===== src/rtl/shift_seq_ctrl.sv =====
// Command sequencer driving a bidirectional shift-register datapath (load / shift-left-N / shift-right-N / nop).
// Optional busy-cycle counter output enabled by defining SHIFT_SEQ_CTRL_BUSYCNT_EN.
module shift_seq_ctrl #(
   parameter int WIDTH = 4,
   parameter int CNT_W = 3
) (
   input  logic             clk,
   input  logic             rst,
   input  logic             cmd_valid,
   output logic             cmd_ready,
   input  logic [1:0]       cmd_op,
   input  logic [CNT_W-1:0] cmd_cnt,
   input  logic [WIDTH-1:0] cmd_data,
   input  logic             abort,
   output logic             sr_en,
   output logic [WIDTH-1:0] sr_load,
   output logic             sr_left,
   output logic             sr_right,
   input  logic [WIDTH-1:0] sr_q,
   output logic             done,
   output logic             done_abort,
   output logic [WIDTH-1:0] result
`ifdef SHIFT_SEQ_CTRL_BUSYCNT_EN
   ,
   output logic [15:0]      busy_cycles
`endif
);

   typedef enum logic [1:0] {
      ST_IDLE,
      ST_LOAD,
      ST_SHIFT,
      ST_DONE
   } state_t;

   localparam logic [1:0] OP_NOP  = 2'b00;
   localparam logic [1:0] OP_LOAD = 2'b01;
   localparam logic [1:0] OP_SHL  = 2'b10;
   localparam logic [1:0] OP_SHR  = 2'b11;

   state_t             state_reg, state_next;
   logic [WIDTH-1:0]   data_reg, data_next;
   logic [CNT_W-1:0]   count_reg, count_next;
   logic               left_reg, left_next;
   logic               aborted_reg, aborted_next;

   logic               sr_en_reg, sr_en_next;
   logic [WIDTH-1:0]   sr_load_reg, sr_load_next;
   logic               sr_left_reg, sr_left_next;
   logic               sr_right_reg, sr_right_next;
   logic               done_reg, done_next;
   logic               done_abort_reg, done_abort_next;

   always_ff @(posedge clk or negedge rst) begin
      if (!rst) begin
         state_reg      <= ST_IDLE;
         data_reg       <= '0;
         count_reg      <= '0;
         left_reg       <= 1'b0;
         aborted_reg    <= 1'b0;
         sr_en_reg      <= 1'b0;
         sr_load_reg    <= '0;
         sr_left_reg    <= 1'b0;
         sr_right_reg   <= 1'b0;
         done_reg       <= 1'b0;
         done_abort_reg <= 1'b0;
      end else begin
         state_reg      <= state_next;
         data_reg       <= data_next;
         count_reg      <= count_next;
         left_reg       <= left_next;
         aborted_reg    <= aborted_next;
         sr_en_reg      <= sr_en_next;
         sr_load_reg    <= sr_load_next;
         sr_left_reg    <= sr_left_next;
         sr_right_reg   <= sr_right_next;
         done_reg       <= done_next;
         done_abort_reg <= done_abort_next;
      end
   end

   always_comb begin
      state_next   = state_reg;
      data_next    = data_reg;
      count_next   = count_reg;
      left_next    = left_reg;
      aborted_next = aborted_reg;

      case (state_reg)
         ST_IDLE: begin
            if (cmd_valid) begin
               data_next    = cmd_data;
               left_next    = (cmd_op == OP_SHL);
               aborted_next = 1'b0;
               count_next   = '0;
               case (cmd_op)
                  OP_NOP:  state_next = ST_DONE;
                  OP_LOAD: state_next = ST_LOAD;
                  default: begin
                     // A zero-count shift completes without touching the datapath.
                     if (cmd_cnt != '0) begin
                        state_next = ST_SHIFT;
                        count_next = cmd_cnt;
                     end else begin
                        state_next = ST_DONE;
                     end
                  end
               endcase
            end
         end
         ST_LOAD: begin
            state_next   = ST_DONE;
            aborted_next = abort;
         end
         ST_SHIFT: begin
            count_next = count_reg - CNT_W'(1);
            if (abort) begin
               state_next   = ST_DONE;
               aborted_next = 1'b1;
               count_next   = '0;
            end else if (count_reg == CNT_W'(1)) begin
               state_next = ST_DONE;
            end
         end
         ST_DONE: begin
            state_next = ST_IDLE;
         end
         default: begin
            state_next = ST_IDLE;
         end
      endcase

      // Control lines are decoded from the next state so they appear registered.
      sr_en_next      = (state_next == ST_LOAD);
      sr_load_next    = (state_next == ST_LOAD) ? data_next : '0;
      sr_left_next    = (state_next == ST_SHIFT) && left_next;
      sr_right_next   = (state_next == ST_SHIFT) && !left_next;
      done_next       = (state_next == ST_DONE);
      done_abort_next = (state_next == ST_DONE) && aborted_next;
   end

   assign cmd_ready  = (state_reg == ST_IDLE);
   assign sr_en      = sr_en_reg;
   assign sr_load    = sr_load_reg;
   assign sr_left    = sr_left_reg;
   assign sr_right   = sr_right_reg;
   assign done       = done_reg;
   assign done_abort = done_abort_reg;

   generate
      for (genvar gi = 0; gi < WIDTH; gi++) begin : g_result
         assign result[gi] = done_reg & sr_q[gi];
      end
   endgenerate

`ifdef SHIFT_SEQ_CTRL_BUSYCNT_EN
   logic [15:0] busy_cnt_reg;

   always_ff @(posedge clk or negedge rst) begin
      if (!rst) begin
         busy_cnt_reg <= '0;
      end else if (((state_reg == ST_LOAD) || (state_reg == ST_SHIFT)) &&
                   (busy_cnt_reg != 16'hFFFF)) begin
         busy_cnt_reg <= busy_cnt_reg + 16'd1;
      end
   end

   assign busy_cycles = busy_cnt_reg;
`endif

endmodule

===== config.mk =====
export PLATFORM = sky130hd
export DESIGN_NAME = shift_seq_ctrl
export DESIGN_NICKNAME = d
export VERILOG_FILES = /design/src/rtl/shift_seq_ctrl.sv
export SDC_FILE = /design/constraint.sdc
export NUM_CORES = 1
export LEC_CHECK = 0
export CAP_MARGIN = 20
export CORE_UTILIZATION = 39
export CTS_CLUSTER_DIAMETER = 150
export DETAILED_ROUTE_END_ITERATION = 10
export PLACE_DENSITY_LB_ADDON = 0.25
export SYNTH_ARGS = -nofsm -noshare
export SYNTH_HDL_FRONTEND = slang
export SYNTH_SLANG_ARGS = --single-unit

===== constraint.sdc =====
create_clock -name clk -period 1.4 [get_ports clk]
set_input_delay 0.42 -clock clk [delete_from_list [all_inputs] [get_ports clk]]
set_output_delay 0.42 -clock clk [all_outputs]
set_load 0.03 [all_outputs]

# Word level (Yosys, flattened, before mapping)
# Cells that the tools add are included.
# totals
register_bits	20
input_bits	17
out_inout_bits	14
elab_cells	55
# op_classes
n_addsub	1
eq_ne	10
muxes	19
bitwise_logic	4
n_reduce_logical	10
# op_table
cell	count
3-bit two-way mux	4
4-bit two-way mux	3
2-bit == test, second input constant	5
2-bit case mux with 4 select lines	1
2-bit by 1-bit == test with 1-bit output, second input constant	3
2-bit two-way mux	3
3-bit case mux with 2 select lines	1
1-bit two-way mux	5
1-bit AND	4
2-bit zero test	2
2-bit case mux with 2 select lines	1
3-bit by 1-bit == test with 1-bit output, second input constant	1
1-bit logical AND	3
1-bit case mux with 3 select lines	1
3-bit nonzero test	1
3-bit by 1-bit subtractor with 3-bit output, second input constant	1
2-bit != test, second input constant	1
2-bit AND reduction	1
2-bit nonzero test	1
2-bit OR reduction	1
1-bit zero test	1

# Longest topological paths before layout
# Gate-level depths: netlist of the first run.
# depth
depth_word	7
mapped_depth	5
depth_no_buf	5

# Worst setup path before layout of the first run
# OpenSTA, ideal clock, no wires.
# synth_path
path_type	register -> register
start	reg state_reg[0]
end	reg done_abort_reg (netlist: done_abort)
setup_ns	0.120
arrival_time_ns	1.456
required_time_ns	1.280
setup_slack_ns	-0.176
path_stages_with_launch	6
path_buffers	0
period_less_slack_ns	1.576
cell_sequence	dfrtp_1 > nor2_1 > a21boi_1 > or2_1 > inv_1 > and3_1
# synth_between
word_cells_on_any_way	11
classes_between	eq/ne: 4; mux: 5; reduce/logical: 2
# synth_lines
element	line_no	rtl
start, declared	41	state_t state_reg, state_next;
start signal, assigned	68	state_reg <= state_next;
2-bit zero test	n/a	
named net cmd_ready	10	output logic cmd_ready,
2-bit case mux with 4 select lines	89	case (state_reg)
named net state_next[1]	41	
2-bit == test	139	done_abort_next = (state_next == ST_DONE) && aborted_next;
1-bit logical AND	139	
named net done_abort_next	52	logic done_abort_reg, done_abort_next;
end signal, assigned	78	done_abort_reg <= done_abort_next;
end, declared	52	
# The timed path passes the listed nets, and every way through them passes these cells.
# A chain may end at the register's enable or synchronous reset.

# Worst setup path after layout of the first run
# layout_path
start	reg state_reg[1]
end	out cmd_ready
# layout_between
elab_chain_len	1
# layout_rtl
element	line_no	rtl
2-bit zero test	142	assign cmd_ready = (state_reg == ST_IDLE);
end, declared	10	
# No other way between the ends.

==> impl_metrics.json, run 1 <==
{
  "run_status": "complete, but fails checks",
  "failed_checks": "negative setup slack",
  "die_area_um2": 2503,
  "synth.top_cell.area_share": 0.5563,
  "yosys.cell_types.count": 27,
  "gp_congestion": 0.7065,
  "timing_worst_slew_pin_value_ps": 254.1,
  "tns_ps": -424.4,
  "avgViaCountPerCell": 4.909,
  "worst_setup_path_end_kind": "output pin",
  "fillerInstances": 180,
  "cts_tree": "built",
  "io_pins": 31,
  "dp_hpwl_mm": 1.485,
  "grt_max_degree": 21,
  "timing_max_transition_violations_final": 0,
  "synth_area_per_cell_um2": 9.996,
  "synth.net_count": 109,
  "first_global_vias": 823,
  "drtAntennaViolNets": 0,
  "layout.cells.most_common": "sky130_fd_sc_hd__dfrtp_1",
  "first_pass_grt_wire_length_mm": 3.408,
  "drt_first_iter_violations": 17,
  "holdWs_ps": 469.3,
  "power_per_cell_area_nw_per_um2": 1835,
  "port_buffers": 30,
  "drc": 0,
  "clock.fmax_ghz": 0.6672,
  "cap_viol_max_count": 0,
  "crit_arrival_ps": 1080,
  "worst_hold_path_type": "primary input to async pin",
  "layoutNonFillerInstCount": 165,
  "grt_setup_unrepaired": "true",
  "clock_tree.root_cell": "sky130_fd_sc_hd__clkbuf_4",
  "pre_cts_slack_ps": -513.7,
  "clk_path_buf_depth": 2,
  "period_minus_slack_ps": 1499,
  "yosys-mux-area-fraction": 0,
  "synth-xor-area-share": 0.009736,
  "netlist.top_cell.by_area": "sky130_fd_sc_hd__dfrtp_1",
  "synthSimpleGateAreaFrac": 0.2768,
  "vdd_drop_max_mv": 1.079,
  "die_height_um": 50.03,
  "syn_to_final_growth_pct": 60.08,
  "yosysWarnings": 0,
  "wl_mm": 2.159,
  "postCtsHoldBufs": 0,
  "fin_nets": 158,
  "seq_area_frac_synth": 0.5563,
  "synth_adder_area_share": 0.02782,
  "initial_utilization": 0.4106,
  "drive_above_1_share": 0.3723,
  "tritoncts.num_buffers": 3,
  "routed_wire_length_per_instance_um": 13.08,
  "global_route.overflow_total": 0,
  "final-setup-viol-count": 13,
  "timing.clock.skew_ps": 3.691,
  "antennaDiodeCount": 0,
  "numPlacedInstances": 157,
  "post_syn_instances": 90,
  "globalRouteTotalUtil": 0.1844,
  "vias": 810,
  "coreArea_um2": 2191,
  "p_leak_nw": 0.7137,
  "drtPass1Iterations": 5,
  "top_area_cells_in_the_synthesized_netlist": "sky130_fd_sc_hd__dfrtp_1 56%, sky130_fd_sc_hd__nand2_1 7.5%, sky130_fd_sc_hd__and2_1 4.2%, sky130_fd_sc_hd__nor2b_1 3.5%, sky130_fd_sc_hd__inv_1 2.9%",
  "maxSlewHeadroom": 0.8304,
  "htree_num_levels": 1,
  "synth_seq_cells": 20,
  "cts.clk_slew.worst_paths_ps": 100,
  "fin_crit_sh": 1.070,
  "critical_path.max_fanout": 4,
  "startpoint_type": "flop",
  "main_combinational_cell_family_by_area_after_synthesis": "simple AND/OR/NAND/NOR gates",
  "critical_path_class": "flop to output pin",
  "synth-compound-area-share": 0.09458,
  "dieWidth_um": 50.03,
  "syn-cell-area_um2": 899.6,
  "placement_rows": 17,
  "worst_ep_required_time_ps": 980,
  "final_hold_viol_count": 0,
  "final_util": 0.6573,
  "layout_common_cells": "20 x sky130_fd_sc_hd__dfrtp_1, 18 x sky130_fd_sc_hd__buf_4, 15 x sky130_fd_sc_hd__nand2_1",
  "clock_sinks": 20,
  "grt_antenna_before_repair": 0,
  "clock_latency_ps": 280,
  "minimum_setup_slack_in_the_final_design_ps": -98.70
}
final timing paths:
path | startpoint | to | slack, ps | cells after the start
max | state_reg[1]$_DFF_PN0_ | cmd_ready | -100 | 3
min | rst | data_reg[0]$_DFF_PN0_ | 470 | 2
max reg2reg | state_reg[1]$_DFF_PN0_ | sr_load[1]$_DFF_PN0_ | -60 | 7
min reg2reg | data_reg[3]$_DFF_PN0_ | data_reg[3]$_DFF_PN0_ | 490 | 2
max in group asynchronous | rst | count_reg[0]$_DFFE_PN0P_ | 730 | 2
min in group clk | data_reg[3]$_DFF_PN0_ | data_reg[3]$_DFF_PN0_ | 490 | 2
cell usage after synthesis:
cell type,n
sky130_fd_sc_hd__nand3b_1,1
sky130_fd_sc_hd__o211ai_2,1
sky130_fd_sc_hd__a21oi_1,2
sky130_fd_sc_hd__or3b_1,1
sky130_fd_sc_hd__o21bai_1,1
sky130_fd_sc_hd__and3_1,1
sky130_fd_sc_hd__nor2_1,5
sky130_fd_sc_hd__xnor2_1,1
sky130_fd_sc_hd__nor3_1,1
sky130_fd_sc_hd__o211ai_1,1
sky130_fd_sc_hd__ha_1,2
sky130_fd_sc_hd__nor3b_1,1
sky130_fd_sc_hd__o21ai_0,3
sky130_fd_sc_hd__a31oi_1,2
sky130_fd_sc_hd__nand3_2,1
sky130_fd_sc_hd__clkbuf_2,1
sky130_fd_sc_hd__nand2b_1,3
sky130_fd_sc_hd__nor3b_4,1
sky130_fd_sc_hd__or2_1,1
sky130_fd_sc_hd__inv_1,7
sky130_fd_sc_hd__and2_1,6
sky130_fd_sc_hd__nor2b_1,5
sky130_fd_sc_hd__nand3_1,1
sky130_fd_sc_hd__a21boi_1,1
sky130_fd_sc_hd__nand2_1,18
sky130_fd_sc_hd__dfrtp_1,20
sky130_fd_sc_hd__o22ai_1,2
cell families after synthesis:
family,Yosys count
buf+inv,8
fa+ha+maj,2
simple gates,46
xor+xnor,1
compound gates,13
flops,20
routing by layer:
layer,GRT usage,vias to the layer above,routed length (µm)
met3,0.02160,2,110
met2,0.3378,29,1176
li1,-,391,-
met4,0.07143,0,17
met5,0,-,0
met1,0.2141,388,855
worst max-delay path, stage by stage (launching register included):
cell and delay (ps):
sky130_fd_sc_hd__dfrtp_1 420, sky130_fd_sc_hd__buf_6 140, sky130_fd_sc_hd__nor2_4 100, sky130_fd_sc_hd__buf_6 140
what timing repair did:
item / CTS / global route
cloned: 0 / 0
buffers inserted: 2 / 3
endpoints found under the setup margin: 25 / 19
hold endpoints to repair: 0 / 0
resized for setup: 28 / 16
pin swaps: 8 / 9
layout make-up:
type	count	area, µm²	share of cell area
inverter	7	26.28	0.01825
tap	28	35.03	0.02433
timing repair buffer	45	409.1	0.2841
multi-input combinational	62	446.7	0.3102
clock buffer	3	22.52	0.01564
sequential	20	500.5	0.3475
metrics by stage:
| step | total power, mW | cell area (µm²) |
|---|---|---|
| after floorplan | 1.613 | 907.1 |
| after global placement | 2.028 | 1285 |
| after detailed placement | 2.070 | 1285 |
| after CTS | 2.455 | 1370 |
| after global routing | 2.820 | 1440 |
| final | 2.643 | 1440 |
power breakdown:
part	internal (mW)	switching (mW)	total, mW	leakage (nW)
clock network	0.0997	0.153	0.253	0.0138
registers	0.776	0.101	0.877	0.257
logic	0.743	0.770	1.51	0.443
Note: power is estimated with default switching activity, not from simulation.
==> run 2: changes to the inputs <==
--- a/config.mk
+++ b/config.mk
@@ -10,6 +10,7 @@
 export CTS_CLUSTER_DIAMETER = 150
 export DETAILED_ROUTE_END_ITERATION = 10
 export PLACE_DENSITY_LB_ADDON = 0.25
+export SETUP_SLACK_MARGIN = 0.5
 export SYNTH_ARGS = -nofsm -noshare
 export SYNTH_HDL_FRONTEND = slang
 export SYNTH_SLANG_ARGS = --single-unit
==> impl_metrics.json, run 2 (same netlist as run 1, synthesis figures left out) <==
{
  "run_status": "complete, but fails checks",
  "failed_checks": "negative setup slack",
  "final-seq-area_um2": 504.2,
  "drc": 0,
  "dp_hpwl_mm": 1.352,
  "io_pins": 31,
  "crit_arrival_ps": 1070,
  "avgViaCountPerCell": 4.767,
  "fin_nets": 164,
  "vias": 820,
  "slowest_stage": "sky130_fd_sc_hd__dfrtp_2",
  "critical_path.max_fanout": 2,
  "gr-usage-met3": 0.01852,
  "reg2reg_slack_ps": -50,
  "most_common_cell_type_on_the_critical_path": "sky130_fd_sc_hd__buf_6",
  "cap_viol_max_count": 0,
  "fin_crit_sh": 1.067,
  "timing_worst_slew_pin_value_ps": 279.3,
  "seq_power_share": 0.291,
  "first_pass_grt_wire_length_mm": 3.215,
  "placement_rows": 17,
  "htree_num_levels": 1,
  "layout.cell_area.non_filler_um2": 1634,
  "die_height_um": 50.03,
  "syn_to_final_growth_pct": 81.64,
  "final-setup-viol-count": 9,
  "finalPower_mw": 3.210,
  "cell_area_after_placement_um2": 1301,
  "drt_first_iter_violations": 9,
  "port_buffers": 30,
  "worstPathBufferInverterCount": 2,
  "critical_path_class": "flop to output pin",
  "routed_wire_length_per_instance_um": 12.70,
  "gp_congestion": 0.7986,
  "grt_setup_unrepaired": "true",
  "layoutNonFillerInstCount": 172,
  "period_minus_slack_ps": 1494,
  "switching_share": 0.3643,
  "power.net_switching_mw": 1.169,
  "clk_path_buf_depth": 2,
  "grt_antenna_before_repair": 0,
  "maxSlewHeadroom": 0.8138,
  "multi_input_comb_area_um2": 505.5,
  "layout_common_cells": "25 x sky130_fd_sc_hd__buf_6, 17 x sky130_fd_sc_hd__dfrtp_1, 11 x sky130_fd_sc_hd__clkdlybuf4s50_1",
  "critPathMaxStageDelay_ps": 430,
  "p_leak_nw": 0.7739,
  "p_int_mw": 2.040,
  "timing_max_transition_violations_final": 0,
  "drtAntennaViolNets": 0,
  "layout.cells.most_common": "sky130_fd_sc_hd__buf_6",
  "power_per_cell_area_nw_per_um2": 1964,
  "coreArea_um2": 2191,
  "vdd_drop_max_mv": 1.143,
  "first_global_vias": 740,
  "path_delay_family": "flip-flops",
  "minimum_setup_slack_in_the_final_design_ps": -94.04,
  "antennaDiodeCount": 0,
  "global_route.overflow_total": 0,
  "clock_tree.root_cell": "sky130_fd_sc_hd__clkbuf_4",
  "cts.clk_slew.worst_paths_ps": 120,
  "grt_max_degree": 21,
  "pre_cts_slack_ps": -509.7,
  "tritoncts.num_buffers": 3,
  "global_route.usage.met1": 0.2134,
  "grt_util_met2": 0.2978,
  "clock_latency_ps": 310,
  "drtPass1Iterations": 4,
  "globalRouteTotalUtil": 0.1756,
  "die_area_um2": 2503,
  "dieWidth_um": 50.03,
  "wl_mm": 2.185,
  "tns_ps": -475.6,
  "initial_utilization": 0.4106,
  "final_hold_viol_count": 0,
  "timing.critical_path.cells": "buf_6, nor2_4, buf_6",
  "fillerInstances": 143,
  "startpoint_type": "flop",
  "grt.busiest_layer": "met2",
  "worst_ep_required_time_ps": 980,
  "timing.clock.skew_ps": 2.004,
  "numPlacedInstances": 157,
  "clock_sinks": 20,
  "worst_setup_path_end_kind": "output pin",
  "worst_hold_path_type": "primary input to async pin",
  "clock_power_share": 0.148,
  "cts_tree": "built",
  "drive_above_1_share": 0.5278,
  "clock.fmax_ghz": 0.6693,
  "p_comb_frac": 0.561
}
## run 2: cell types whose count changed in the layout (fill, tap and decap cells not counted), moves of 2 or more
cell                              change
sky130_fd_sc_hd__nand2_4              +2
sky130_fd_sc_hd__inv_2                +2
sky130_fd_sc_hd__nand2_1              -8
sky130_fd_sc_hd__nand2_2              +6
sky130_fd_sc_hd__clkdlybuf4s15_2      -2
sky130_fd_sc_hd__and2_4               +2
sky130_fd_sc_hd__inv_1                -2
sky130_fd_sc_hd__dfrtp_2              +3
sky130_fd_sc_hd__buf_6               +17
sky130_fd_sc_hd__and2_1               -2
sky130_fd_sc_hd__dfrtp_1              -3
sky130_fd_sc_hd__buf_4                -8
## run 2: cell type report
| type | instances | area share |
|---|---|---|
| Clock buffer | 3 | 0.01378 |
| Clock inverter | 1 | 0.01838 |
| Inverter | 7 | 0.01608 |
| Multi-Input combinational cell | 62 | 0.3093 |
| Sequential cell | 20 | 0.3086 |
| Tap cell | 28 | 0.02144 |
| Timing Repair Buffer | 51 | 0.3124 |
## run 2: what timing repair did
item,4_1_cts,5_1_grt
buffers inserted,2,9
setup endpoints to repair,34,34
gates resized for setup,37,31
pin swaps,12,23
hold buffers,0,0
## run 2: path summary, 6_finish.rpt
path | from | endpoint | cells past startpoint
max | state_reg[0]$_DFF_PN0_ | cmd_ready | 3
min | rst | sr_load[0]$_DFF_PN0_ | 2
max reg2reg | state_reg[0]$_DFF_PN0_ | done_abort$_DFF_PN0_ | 8
min reg2reg | data_reg[1]$_DFF_PN0_ | data_reg[1]$_DFF_PN0_ | 2
max in group asynchronous | rst | state_reg[1]$_DFF_PN0_ | 2
min in group clk | data_reg[1]$_DFF_PN0_ | data_reg[1]$_DFF_PN0_ | 2
## run 2: worst register-to-register path, stage by stage, from the launching register on
cell and delay, ps:
sky130_fd_sc_hd__dfrtp_2 430, sky130_fd_sc_hd__buf_6 120, sky130_fd_sc_hd__nor2_4 80, sky130_fd_sc_hd__buf_4 120, sky130_fd_sc_hd__buf_6 90, sky130_fd_sc_hd__a21boi_4 170, sky130_fd_sc_hd__or2_4 160, sky130_fd_sc_hd__inv_2 50
sky130_fd_sc_hd__and3_1 130
## run 2: metrics by stage
stage | hold WS [ps] | util
after global placement | 449.5 | 0.5939
after global routing | 449.1 | 0.7459
after CTS | 439.2 | 0.6648
after detailed placement | 459.6 | 0.5939
final | 439.7 | 0.7459
after floorplan | 124.4 | -
## run 2: layer usage
layer / vias to the layer above / wire length, µm
met1: 381 / 897
met5: - / 0
li1: 401 / -
met4: 0 / 64
met2: 31 / 1138
met3: 7 / 85
## run 2: power by group through the flow
stage / Combinational (mW) / Sequential, mW / Clock, mW
global placement: 1.10 / 0.922 / 0
detailed placement: 1.11 / 0.929 / 0
CTS: 1.32 / 0.919 / 0.475
finish: 1.80 / 0.933 / 0.476
global route: 1.91 / 0.958 / 0.513
floorplan: 0.637 / 1.02 / 0
==> run 3: changes to the inputs <==
--- a/config.mk
+++ b/config.mk
@@ -6,7 +6,9 @@
 export NUM_CORES = 1
 export LEC_CHECK = 0
 export CAP_MARGIN = 20
-export CORE_UTILIZATION = 39
+export CORE_MARGIN = 1
+export CORE_UTILIZATION = 41
+export CTS_BUF_LIST = sky130_fd_sc_hd__clkbuf_8
 export CTS_CLUSTER_DIAMETER = 150
 export DETAILED_ROUTE_END_ITERATION = 10
 export PLACE_DENSITY_LB_ADDON = 0.25
==> impl_metrics.json, run 3 (same netlist as run 1, synthesis figures left out) <==
{
  "numPlacedInstances": 155,
  "finalPower_mw": 3.278,
  "worst_hold_path.endpoint": "data_reg[1]$_DFF_PN0_",
  "global_route.overflow_total": 0,
  "htree_num_levels": 1,
  "clock_tree.root_cell": "sky130_fd_sc_hd__clkbuf_8",
  "final-setup-viol-count": 6,
  "slowest_stage": "sky130_fd_sc_hd__dfrtp_2",
  "cell_area_after_placement_um2": 1290,
  "most_common_cell_type_on_the_critical_path": "sky130_fd_sc_hd__buf_6",
  "postCtsHoldBufs": 0,
  "critPathMaxStageDelay_ps": 420,
  "final_hold_viol_count": 0,
  "vdd_drop_max_mv": 1.259,
  "worst_setup_path_startpoint": "state_reg[0]$_DFF_PN0_",
  "clock.fmax_ghz": 0.6875,
  "cap_viol_max_count": 0,
  "worstHoldPathCells": 2,
  "p_leak_nw": 0.7939,
  "vias": 830,
  "layout_common_cells": "22 x sky130_fd_sc_hd__buf_6, 17 x sky130_fd_sc_hd__dfrtp_1, 13 x sky130_fd_sc_hd__buf_4",
  "layout.cell_area.non_filler_um2": 1638,
  "die_height_um": 48.84,
  "wl_mm": 2.417,
  "worst_hold_path_type": "flop to flop",
  "hold_path_startpoint": "data_reg[1]$_DFF_PN0_",
  "regToRegStartpoint": "state_reg[0]$_DFF_PN0_",
  "critical_path_class": "flop to output pin",
  "syn_to_final_growth_pct": 82.06,
  "routed_wire_length_per_instance_um": 14.13,
  "cts.clk_slew.worst_paths_ps": 80,
  "fin_nets": 164,
  "pre_cts_slack_ps": -466.6,
  "multi_input_comb_area_um2": 506.7,
  "power_per_cell_area_nw_per_um2": 2001,
  "grt_antenna_before_repair": 0,
  "globalRouteTotalUtil": 0.2015,
  "timing.critical_path.cells": "buf_6, nor2_4, buf_6",
  "tns_ps": -141.0,
  "clk_path_buf_depth": 2,
  "worstRegToRegCells": 5,
  "port_buffers": 30,
  "dieWidth_um": 48.84,
  "crit_arrival_ps": 1030,
  "grt_setup_unrepaired": "true",
  "timing.clock.skew_ps": 2.174,
  "avgViaCountPerCell": 4.854,
  "minimum_setup_slack_in_the_final_design_ps": -54.57,
  "clock_latency_ps": 260,
  "run_status": "complete, but fails checks",
  "die_area_um2": 2385,
  "reg2reg_slack_ps": -30,
  "coreArea_um2": 2022,
  "startpoint_type": "flop",
  "dp_hpwl_mm": 1.370,
  "reg2reg_to": "sr_left$_DFF_PN0_",
  "initial_utilization": 0.4449,
  "drtAntennaViolNets": 0,
  "grt_max_degree": 21,
  "drc": 0,
  "period_minus_slack_ps": 1455,
  "first_global_vias": 851,
  "worst_ep_required_time_ps": 980,
  "layoutNonFillerInstCount": 171,
  "io_pins": 31,
  "gp_congestion": 0.7741,
  "drt_first_iter_violations": 11,
  "maxSlewHeadroom": 0.7770,
  "fin_crit_sh": 1.039,
  "first_pass_grt_wire_length_mm": 3.657,
  "fillerInstances": 121,
  "placement_rows": 16,
  "timing_max_transition_violations_final": 0,
  "antennaDiodeCount": 0,
  "tritoncts.num_buffers": 3,
  "worst_setup_path_end_kind": "output pin",
  "failed_checks": "negative setup slack",
  "critical_path.max_fanout": 2,
  "timing_worst_slew_pin_value_ps": 334.4,
  "drtPass1Iterations": 4,
  "drive_above_1_share": 0.5069,
  "layout.cells.most_common": "sky130_fd_sc_hd__buf_6",
  "final-seq-area_um2": 504.2,
  "clock_sinks": 20,
  "cts_tree": "built"
}
## run 3: changes by cell type in the layout (fill, tap and decap cells not counted), moves of 3 or more
cell,delta
sky130_fd_sc_hd__nand2_1,+5
sky130_fd_sc_hd__buf_4,+3
sky130_fd_sc_hd__buf_6,-3
sky130_fd_sc_hd__clkbuf_4,-3
sky130_fd_sc_hd__clkbuf_8,+3
sky130_fd_sc_hd__clkdlybuf4s50_1,-3
sky130_fd_sc_hd__dlygate4sd2_1,+3
sky130_fd_sc_hd__nand2_2,-3
## run 3: worst max-delay path by stage
| stage | end | slack (ps) | cells past startpoint |
|---|---|---|---|
| floorplan | sr_left$_DFF_PN0_ | 70 | 5 |
| global placement | sr_left$_DFF_PN0_ | -480 | 5 |
| detailed placement | sr_load[2]$_DFF_PN0_ | -470 | 5 |
| CTS | cmd_ready | -50 | 3 |
| global route | cmd_ready | -90 | 3 |
| finish | cmd_ready | -50 | 3 |
## run 3: layout make-up
type                       instances  share of cell area
multi-input combinational         62              0.3094
clock buffer                       3             0.02521
sequential                        20              0.3079
inverter                           7             0.01604
timing repair buffer              51              0.3025
clock inverter                     1             0.01833
tap                               27             0.02063
## run 3: worst max-delay path: cells and delay by family, from the launching register on
family                 cells  cell delay, ps
and+or+nand+nor            1              90
buffers and inverters      2             260
DFF                        1             420
## run 3: layer usage
metal,vias to the layer above,wire [µm],GRT usage
li1,401,-,-
met1,389,1102,0.2433
met2,38,1179,0.3426
met3,2,128,0.04361
met4,0,6,0.09314
met5,-,0,0
## run 3: metrics by stage
stage,hold slack [ps],utilization
5_1_grt,503.9,0.8100
3_5_place_dp,461.0,0.6380
3_3_place_gp,447.3,0.6380
2_1_floorplan,124.4,-
4_1_cts,476.6,0.7550
6_report,477.6,0.8100
## run 3: power breakdown
group	total (mW)	internal [mW]	switching, mW
logic	1.77	0.917	0.855
clock network	0.578	0.382	0.196
registers	0.928	0.786	0.142
total	3.28	2.08	1.19
## run 3: repair_timing
| item | 4_1_cts | 5_1_grt |
|---|---|---|
| setup buffers | 7 | 5 |
| pin swaps | 22 | 10 |
| gates resized for setup | 40 | 20 |
| endpoints found under the setup margin | 34 | 34 |
| endpoints found under the hold margin | 0 | 0 |
